## config.mk

```make
export PLATFORM = sky130hd
export DESIGN_NAME = breakout_ball_ctrl
export DESIGN_NICKNAME = d
export VERILOG_FILES = /design/src/rtl/breakout_ball_ctrl.sv
export SDC_FILE = /design/constraint.sdc
export NUM_CORES = 1
export LEC_CHECK = 0
export ABC_AREA = 1
export CORE_MARGIN = 2
export CORE_UTILIZATION = 40
export CTS_BUF_LIST = sky130_fd_sc_hd__clkbuf_16
export DETAILED_ROUTE_END_ITERATION = 7
export PLACE_DENSITY = 0.59
export SYNTH_ARGS = -nofsm -noshare
export SYNTH_HDL_FRONTEND = slang
export SYNTH_SLANG_ARGS = --single-unit
```

## constraint.sdc

```tcl
create_clock -name clk -period 4.2 [get_ports clk]
set_input_delay 0.84 -clock clk [delete_from_list [all_inputs] [get_ports clk]]
set_output_delay 0.84 -clock clk [all_outputs]
set_load 0.02 [all_outputs]
```

## src/rtl/breakout_ball_ctrl.sv

```systemverilog
// breakout_ball_ctrl
//   Ball sequencer for Breakout. Owns the ball centre, its direction of travel,
//   the serve/play/over game state and the remaining-lives count. The ball is
//   advanced once per video frame (frame_tick), bouncing off the frame walls
//   and the paddle top; passing the bottom costs a life.
//
// Ports
//   clk, rst            clock, asynchronous active-low reset
//   frame_tick          one-cycle pulse per video frame; all stepping happens here
//   launch              serve/restart request (level), only honoured on a tick
//   frame_x/frame_y     frame top-left corner
//   paddle_x/paddle_y   paddle centre
//   ball_x/ball_y       registered ball centre
//   state               0=SERVE 1=PLAY 2=OVER
//   lives               remaining balls
//   hit_paddle          one-cycle pulse on a paddle bounce
//   ball_lost           one-cycle pulse when the ball passes the bottom
//   game_over           high while in OVER
module breakout_ball_ctrl #(
    parameter int FRAME_W     = 275,
    parameter int FRAME_H     = 350,
    parameter int FRAME_THICK = 3,
    parameter int PADDLE_W    = 96,
    parameter int PADDLE_H    = 20,
    parameter int BALL_RADIUS = 8,
    parameter int INIT_VX     = 3,
    parameter int INIT_VY     = 2,
    parameter int LIVES       = 3
) (
    input  logic       clk,
    input  logic       rst,
    input  logic       frame_tick,
    input  logic       launch,
    input  logic [9:0] frame_x,
    input  logic [9:0] frame_y,
    input  logic [9:0] paddle_x,
    input  logic [9:0] paddle_y,
    output logic [9:0] ball_x,
    output logic [9:0] ball_y,
    output logic [1:0] state,
    output logic [1:0] lives,
    output logic       hit_paddle,
    output logic       ball_lost,
    output logic       game_over
);

    localparam int PADDLE_R = PADDLE_H / 2;
    localparam int HALF_W   = PADDLE_W / 2;

    typedef enum logic [1:0] {
        SERVE = 2'd0,
        PLAY  = 2'd1,
        OVER  = 2'd2
    } state_t;

    state_t     state_q, state_d;
    logic [9:0] ball_x_q, ball_x_d, ball_y_q, ball_y_d;
    logic [1:0] lives_q, lives_d;
    logic       vx_right_q, vx_right_d;
    logic       vy_up_q, vy_up_d;
    logic       hit_q, hit_d;
    logic       lost_q, lost_d;

    // Geometry is evaluated in 12 bits so sums past 1023 never wrap.
    logic [11:0] xmin, xmax, ymin, ymax, ptop, serve_y;
    logic [11:0] bx, by, nx, ny, px, new_x;
    logic        paddle_hit;

    always_comb begin
        xmin    = {2'b0, frame_x} + 12'(FRAME_THICK + BALL_RADIUS);
        xmax    = {2'b0, frame_x} + 12'(FRAME_W - FRAME_THICK - BALL_RADIUS);
        ymin    = {2'b0, frame_y} + 12'(FRAME_THICK + BALL_RADIUS);
        ymax    = {2'b0, frame_y} + 12'(FRAME_H - FRAME_THICK - BALL_RADIUS);
        ptop    = {2'b0, paddle_y} - 12'(PADDLE_R);
        serve_y = ptop - 12'(BALL_RADIUS);
        px      = {2'b0, paddle_x};
        bx      = {2'b0, ball_x_q};
        by      = {2'b0, ball_y_q};
        nx      = vx_right_q ? bx + 12'(INIT_VX) : bx - 12'(INIT_VX);
        ny      = vy_up_q    ? by - 12'(INIT_VY) : by + 12'(INIT_VY);

        // |nx - paddle_x| <= HALF_W written without a subtraction that could go negative.
        paddle_hit = !vy_up_q
                   && (by + 12'(BALL_RADIUS) <  ptop)
                   && (ny + 12'(BALL_RADIUS) >= ptop)
                   && (nx <= px + 12'(HALF_W))
                   && (nx + 12'(HALF_W) >= px);

        // Left test uses the current position so the step never underflows.
        new_x = nx;
        if (!vx_right_q && bx <= xmin + 12'(INIT_VX)) begin
            new_x = xmin;
        end else if (vx_right_q && nx >= xmax) begin
            new_x = xmax;
        end

        state_d    = state_q;
        ball_x_d   = ball_x_q;
        ball_y_d   = ball_y_q;
        lives_d    = lives_q;
        vx_right_d = vx_right_q;
        vy_up_d    = vy_up_q;
        hit_d      = 1'b0;
        lost_d     = 1'b0;

        case (state_q)
            SERVE: begin
                // Ball rides on the paddle every cycle, tick or not.
                ball_x_d = paddle_x;
                ball_y_d = serve_y[9:0];
                if (frame_tick && launch) begin
                    state_d    = PLAY;
                    vx_right_d = 1'b1;
                    vy_up_d    = 1'b1;
                end
            end
            PLAY: begin
                if (frame_tick) begin
                    ball_x_d = new_x[9:0];
                    if (!vx_right_q && bx <= xmin + 12'(INIT_VX)) begin
                        vx_right_d = 1'b1;
                    end else if (vx_right_q && nx >= xmax) begin
                        vx_right_d = 1'b0;
                    end

                    // Top, paddle and bottom in that order; paddle wins over bottom.
                    if (vy_up_q && by <= ymin + 12'(INIT_VY)) begin
                        ball_y_d = ymin[9:0];
                        vy_up_d  = 1'b0;
                    end else if (paddle_hit) begin
                        ball_y_d = 10'(ptop - 12'(BALL_RADIUS));
                        vy_up_d  = 1'b1;
                        hit_d    = 1'b1;
                    end else if (ny >= ymax) begin
                        ball_y_d   = ny[9:0];
                        lost_d     = 1'b1;
                        lives_d    = lives_q - 2'd1;
                        state_d    = (lives_q == 2'd1) ? OVER : SERVE;
                        vx_right_d = 1'b1;
                        vy_up_d    = 1'b1;
                    end else begin
                        ball_y_d = ny[9:0];
                    end
                end
            end
            OVER: begin
                if (frame_tick && launch) begin
                    lives_d = 2'(LIVES);
                    state_d = SERVE;
                end
            end
            default: state_d = SERVE;
        endcase
    end

    always_ff @(posedge clk or negedge rst) begin
        if (!rst) begin
            state_q    <= SERVE;
            ball_x_q   <= '0;
            ball_y_q   <= '0;
            lives_q    <= 2'(LIVES);
            vx_right_q <= 1'b1;
            vy_up_q    <= 1'b1;
            hit_q      <= 1'b0;
            lost_q     <= 1'b0;
        end else begin
            state_q    <= state_d;
            ball_x_q   <= ball_x_d;
            ball_y_q   <= ball_y_d;
            lives_q    <= lives_d;
            vx_right_q <= vx_right_d;
            vy_up_q    <= vy_up_d;
            hit_q      <= hit_d;
            lost_q     <= lost_d;
        end
    end

    assign ball_x     = ball_x_q;
    assign ball_y     = ball_y_q;
    assign state      = state_q;
    assign lives      = lives_q;
    assign hit_paddle = hit_q;
    assign ball_lost  = lost_q;
    assign game_over  = (state_q == OVER);

endmodule
```

==> results of run 1 <==
-- logic make-up after synthesis --
| kind of cell | Yosys count |
|---|---|
| and+or+nand+nor | 448 |
| buffers and inverters | 181 |
| AOI/OAI and AO/OA | 137 |
| xor gates and xnor gates | 72 |
| adders and majority gates | 100 |
| DFF | 28 |
-- registers in the layout, summed over array words and instances, names as in the netlist --
| signal | flops |
|---|---|
| hit_paddle | 1 |
| lives | 2 |
| vy_up_q | 1 |
| vx_right_q | 1 |
| ball_lost | 1 |
| ball_y | 10 |
| state | 2 |
| ball_x | 10 |
-- how the worst min path moves through the flow --
stage	startpoint	to	slack (ns)
3_3_place_gp	lives[1]	lives[1]	0.47
2_1_floorplan	lives[1]	lives[1]	0.50
5_1_grt	lives[1]	lives[1]	0.49
6_report	lives[1]	lives[1]	0.48
3_5_place_dp	lives[1]	lives[1]	0.47
4_1_cts	lives[1]	lives[1]	0.49
-- per-stage QoR --
stage	std cells	area, sq um	worst slack, ns	util [%]	hold WS (ns)
after floorplan	966	6200	0.495	-	0.500
after global placement	1294	7690	-0.173	50.6	0.466
after detailed placement	1294	7690	-0.179	50.6	0.472
after CTS	1298	7800	0.0839	51.3	0.485
after global routing	1301	7960	0.000344	52.4	0.492
final	1301	7960	0.245	52.4	0.480
-- tightest hold or removal path, stage by stage (launching register included) --
cell	delay [ns]
dfstp_2	0.38
nand2_1	0.06
nand2_1	0.04
-- cell usage after synthesis (2+ instances only) --
master    number
clkbuf_1       5
nand2_4        4
a21oi_1       49
nand4_1       33
o21bai_1       3
inv_2         10
buf_2          6
a21o_1         2
a21boi_1       2
nand3b_1       9
xnor2_1       15
nor2_2         4
nor2_4         2
ha_1         100
nor3_2         5
xor2_1        56
o21ai_1       13
buf_6          2
o41ai_1        2
nand3_1       69
dfrtp_1       24
a31oi_1        2
or2_2          5
nor2_1        80
buf_4          4
o21ai_0       46
nor3_1        18
nand2_2        7
inv_1        153
nand4_2        2
nand2_1      202
a21oi_2        2
o211ai_1       5
dfstp_2        4
o21a_1         3
nand3_2        3
-- routing by layer --
metal | global-route usage [%] | share of wire, %
met3 | 1.75 | 6.3
met5 | 0 | 0
met2 | 37.5 | 43
met4 | 1.85 | 0.83
met1 | 37.5 | 50
-- area by class of cell --
cell class / count / area (sq um) / share of cell area [%]
multi-input combinational: 758 / 4910 / 61.6
inverter: 164 / 616 / 7.73
timing repair buffer: 159 / 1390 / 17.4
clock inverter: 1 / 30.0 / 0.377
clock buffer: 3 / 75.1 / 0.943
sequential: 28 / 709 / 8.91
tap: 188 / 235 / 2.96
-- report_power, final --
part           switching (uW)  total, uW  internal, uW
Clock                     102        292           190
Combinational            3060       5170          2120
Sequential                295        717           422
Total                    3450       6180          2730
-- what timing repair did --
action                     CTS  global route
resized for setup            0            39
hold endpoints to repair     0             0
setup endpoints to repair    0            27
setup buffers                0             1
==> results.ini, run 1 <==
[setup_path]
crit_slowest_cell = clkdlybuf4s50_1
reg2reg_from = ball_y[1]
critPathLaunch = frame_x[1]
end_kind = register
crit_fanout = 5
path_cells = clkdlybuf4s50_1, buf_4, ha_1, a21oi_1, xor2_1, nand2_1, nor2_1, nand3_1, nor2_2, xor2_1, ha_1, nand2_1, inv_1, a221oi_2, nand2_1, nand2_1, nand2_1, nand4_1, buf_4, buf_6, nand3_1, nand3_1, a21oi_1
cpPeakStageDelay_ns = 0.44
cp-start-kind = input pin
arrival_ns = 4.11
r2r_cells = 24
critical-path-top-delay-family = simple AND/OR/NAND/NOR gates
cp.depth = 23
reg2reg_to = ball_y[5]
endpoint = ball_x[6]
crit_path_frequent_cell = nand2_1
cp_num_buf_inv = 5
r2r_slack_ns = 0.26
cp_data_required_time_ns = 4.35
crit_type = in2reg

[power]
peakVddDrop_v = 0.000378
power.total_uw = 6180
leakagePower_uw = 0.00423
p_per_area_mw_per_mm2 = 776

[timing]
maxSlewHeadroom_pct = 65.8
setup-tns-final_ns = 0
worst_pin_slew_ns = 0.512
post-route-min-period_ns = 3.96
period_share_pct = 94.2
max_freq_ghz = 0.253
finalClockSkew_ns = 0.00549
finalSetupViolCount = 0
rsz0062_at_grt = no
hold_violations = 0
slew_violations = 0

[min_path]
hold_class = reg2reg
min_path_cells = 2

[routing]
drt_iter0_markers = 523
drc = 0
ant_nets = 0
viasPerCell = 5.18
num_vias = 6735
dr.pass1.iters = 5
wire_per_inst_microns = 15.4
wirelength_microns = 20100

[die]
die_area_sq_mm = 0.0165
die-height_microns = 129
ioPinCount = 71
coreArea_sq_mm = 0.0152
initial_core_util_pct = 40.8
rows = 45
die_w_microns = 129

[cells_and_area]
drive_above_1_share_pct = 15.8
nNetsFinal = 1258
antenna_cells = 0
layout_common_cells = nand2_1, inv_1, ha_1
final_common_cell = nand2_1
nFillCells = 1562
syn2layout_area_growth_pct = 28.3

[yosys]
yosys.area_share.simple_pct = 34.2
ys.flop_type = dfrtp_1
synth_top_area_share_pct = 20.2
synth_fa_ha_area_share_pct = 20.2
ys_ff_latch = 28
synthMuxAreaShare_pct = 0
synth_compound_area_share_pct = 12.4
syn_area_sq_mm = 0.00620
synth_cells = 966
synthTopCellsByArea = ha_1, nand2_1, dfrtp_1
synth_enable_flop_cells = 0
yosysTopAreaCell = ha_1
ys_warn_count = 0
synth_seq_area_share_pct = 11.4
synthesis.nets = 1110
synth-async-reset-ratio_pct = 100
synth_top_family_by_area = simple AND/OR/NAND/NOR gates
synth-xor-area-share_pct = 10.3
syn_area_per_cell_sq_um = 6.42
yosysUniqueCellTypes = 51

[grt]
grt_pass1_vias = 6240
grt_pass1_wl_microns = 32100
grt_use_total_pct = 24.0
grt_start_max_net_pins = 29
antenna_found_initial = 0
grt_remaining_overflow = 0

[clocking]
cts.sinks = 28
path_clk_slew_ns = 0.07
htree_num_levels = 1
cts-root-buf = clkbuf_16
cts_buffers = 3
cts_buffer_depth = 2
ctsHoldBuffers = 0
insertion_delay_ns = 0.27
cts_tree = built

[run_status]
status = finished clean

[place]
place_hpwl_microns = 16500
gp_congestion = 0.896
io_buffers = 70

[flow_run]
max_cap_violations = 0

Note: power is estimated with default switching activity, not from simulation.
==> run 2: changes to the inputs <==
--- a/config.mk
+++ b/config.mk
@@ -11,6 +11,7 @@
 export CTS_BUF_LIST = sky130_fd_sc_hd__clkbuf_16
 export DETAILED_ROUTE_END_ITERATION = 7
 export PLACE_DENSITY = 0.59
+export SKIP_LAST_GASP = 1
 export SYNTH_ARGS = -nofsm -noshare
 export SYNTH_HDL_FRONTEND = slang
 export SYNTH_SLANG_ARGS = --single-unit
==> results of run 2 <==
No change in the layout: final DEF, timing and power equal those of run 1.
==> run 3: changes to the inputs <==
==> constraint.sdc (replaced) <==
create_clock -name clk -period 4.79 [get_ports clk]
set_input_delay 0.958 -clock clk [delete_from_list [all_inputs] [get_ports clk]]
set_output_delay 0.958 -clock clk [all_outputs]
set_load 0.02 [all_outputs]
==> run 3 against run 2 <==
Effect of this change:
- count of clock-buffer cells in the layout stayed put
- register-to-register slack better by 0.17 ns
- setup slack better by 0.11 ns
- global-route usage is 0.55 points lower
- clock skew is 0.0022 ns higher
- non-clock buffer count is 70 lower
- via count is 3.8% lower
- core utilization is 4.4 points lower
- sequential cell count stayed put
- sequential power is 9.9% lower
==> results.ini, run 3 (synthesized netlist as in run 1, its figures left out) <==
[clocking]
cts.sinks = 28
htree_num_levels = 1
path_clk_slew_ns = 0.07
cts_tree = built
cts-root-buf = clkbuf_16
post_cts_buffers = 0
ctsHoldBuffers = 0
cts_buffers = 3
cts_resized = 0
insertion_delay_ns = 0.27
cts_buffer_depth = 2

[grt]
grt_remaining_overflow = 0
antenna_found_initial = 0
grt_use_total_pct = 23.5
grt_pass1_wl_microns = 31200
grt_start_max_net_pins = 29
grt_pass1_vias = 6040

[run_status]
status = finished clean

[die]
die-height_microns = 129
rows = 45
ioPinCount = 71
initial_core_util_pct = 40.8
coreArea_sq_mm = 0.0152
die_area_sq_mm = 0.0165
die_w_microns = 129

[timing]
period_share_pct = 92.6
slew_violations = 0
setup-tns-final_ns = 0
maxSlewHeadroom_pct = 53.8
hold_violations = 0
whs_ns = 0.487
post-route-min-period_ns = 4.44
finalClockSkew_ns = 0.00770
max_freq_ghz = 0.225
rsz0062_at_grt = no
worst_pin_slew_ns = 0.692
finalSetupViolCount = 0

[place]
io_buffers = 70
gp_congestion = 0.898
place_hpwl_microns = 15900

[cells_and_area]
antenna_cells = 0
nFillCells = 1574
syn2layout_area_growth_pct = 17.4
drive_above_1_share_pct = 7.49
fin_util_pct = 47.9
nNetsFinal = 1187
layout_common_cells = nand2_1, inv_1, ha_1
final_common_cell = nand2_1

[routing]
wire_per_inst_microns = 15.7
drc = 0
dr.pass1.iters = 7
num_vias = 6481
wirelength_microns = 19300
viasPerCell = 5.27
ant_nets = 0
drt_iter0_markers = 450

[flow_run]
max_cap_violations = 0

[setup_path]
crit_type = in2reg
crit_fanout = 8
cp-start-kind = input pin
cp_data_required_time_ns = 4.99
arrival_ns = 4.64
end_kind = register

[min_path]
hold_class = reg2reg

[power]
p_per_area_mw_per_mm2 = 681
peakVddDrop_v = 0.000303
leakagePower_uw = 0.00383

-- run 3: power breakdown --
part / total [uW] / switching, uW / internal [uW]
Clock: 258 / 90.8 / 167
Combinational: 4060 / 2520 / 1540
Sequential: 646 / 280 / 366
Total: 4960 / 2890 / 2080
-- run 3: through the flow --
stage          cells  setup WS [ns]  instance area, sq um  total power (uW)
3_5_place_dp    1226          0.116                  7180              4670
3_3_place_gp    1226          0.217                  7180              4650
4_1_cts         1230          0.359                  7290              4950
5_1_grt         1230        0.00995                  7290              5580
2_1_floorplan    966          0.967                  6200              3470
6_report        1230          0.353                  7290              4960
-- run 3: path summary, 6_finish.rpt --
check                      cells past startpoint  slack, ns       start    endpoint
setup reg to reg                              23       0.43   ball_x[0]    lives[1]
setup / recovery                              26       0.35  frame_y[0]    lives[1]
min in group asynchronous                      2       1.08         rst   ball_x[4]
hold reg to reg                                2       0.49    lives[1]    lives[1]
max in group asynchronous                      2       3.38         rst  vx_right_q
hold / removal                                 2       0.49    lives[1]    lives[1]
-- run 3: critical path, stage by stage --
cell and delay (ns):
clkdlybuf4s50_1 0.48, inv_1 0.08, ha_1 0.19, inv_1 0.06
nand2_1 0.08, nand2_1 0.11, nand3_1 0.09, xor2_1 0.18
nor2_1 0.15, nand4_1 0.14, nor3_1 0.21, xor2_1 0.11
ha_1 0.30, nand2_1 0.05, inv_1 0.06, nand4_1 0.12
inv_1 0.07, nand2_1 0.05, a31oi_1 0.24, nand3_4 0.16
nand2_4 0.17, nand3_1 0.13, nand2_1 0.20, nand2_1 0.10
nand2_1 0.07, nand2_1 0.05
-- run 3: cell type report --
class                           count  area [sq um]  area share, %
Clock buffer                        3          75.1           1.03
Timing Repair Buffer               89           843           11.6
Tap cell                          188           235           3.23
Inverter                          164           616           8.45
Multi-Input combinational cell    757          4780           65.6
Clock inverter                      1          30.0          0.412
Sequential cell                    28           706           9.68
-- run 3: routing by layer --
layer,part of all wire (%),vias up,routed length (microns),global-route usage [%]
li1,-,3329,-,-
met1,51,2943,9900,35.8
met2,41,187,7950,35.8
met3,5.8,22,1130,2.95
met4,1.6,0,303,3.71
met5,0,-,0,0
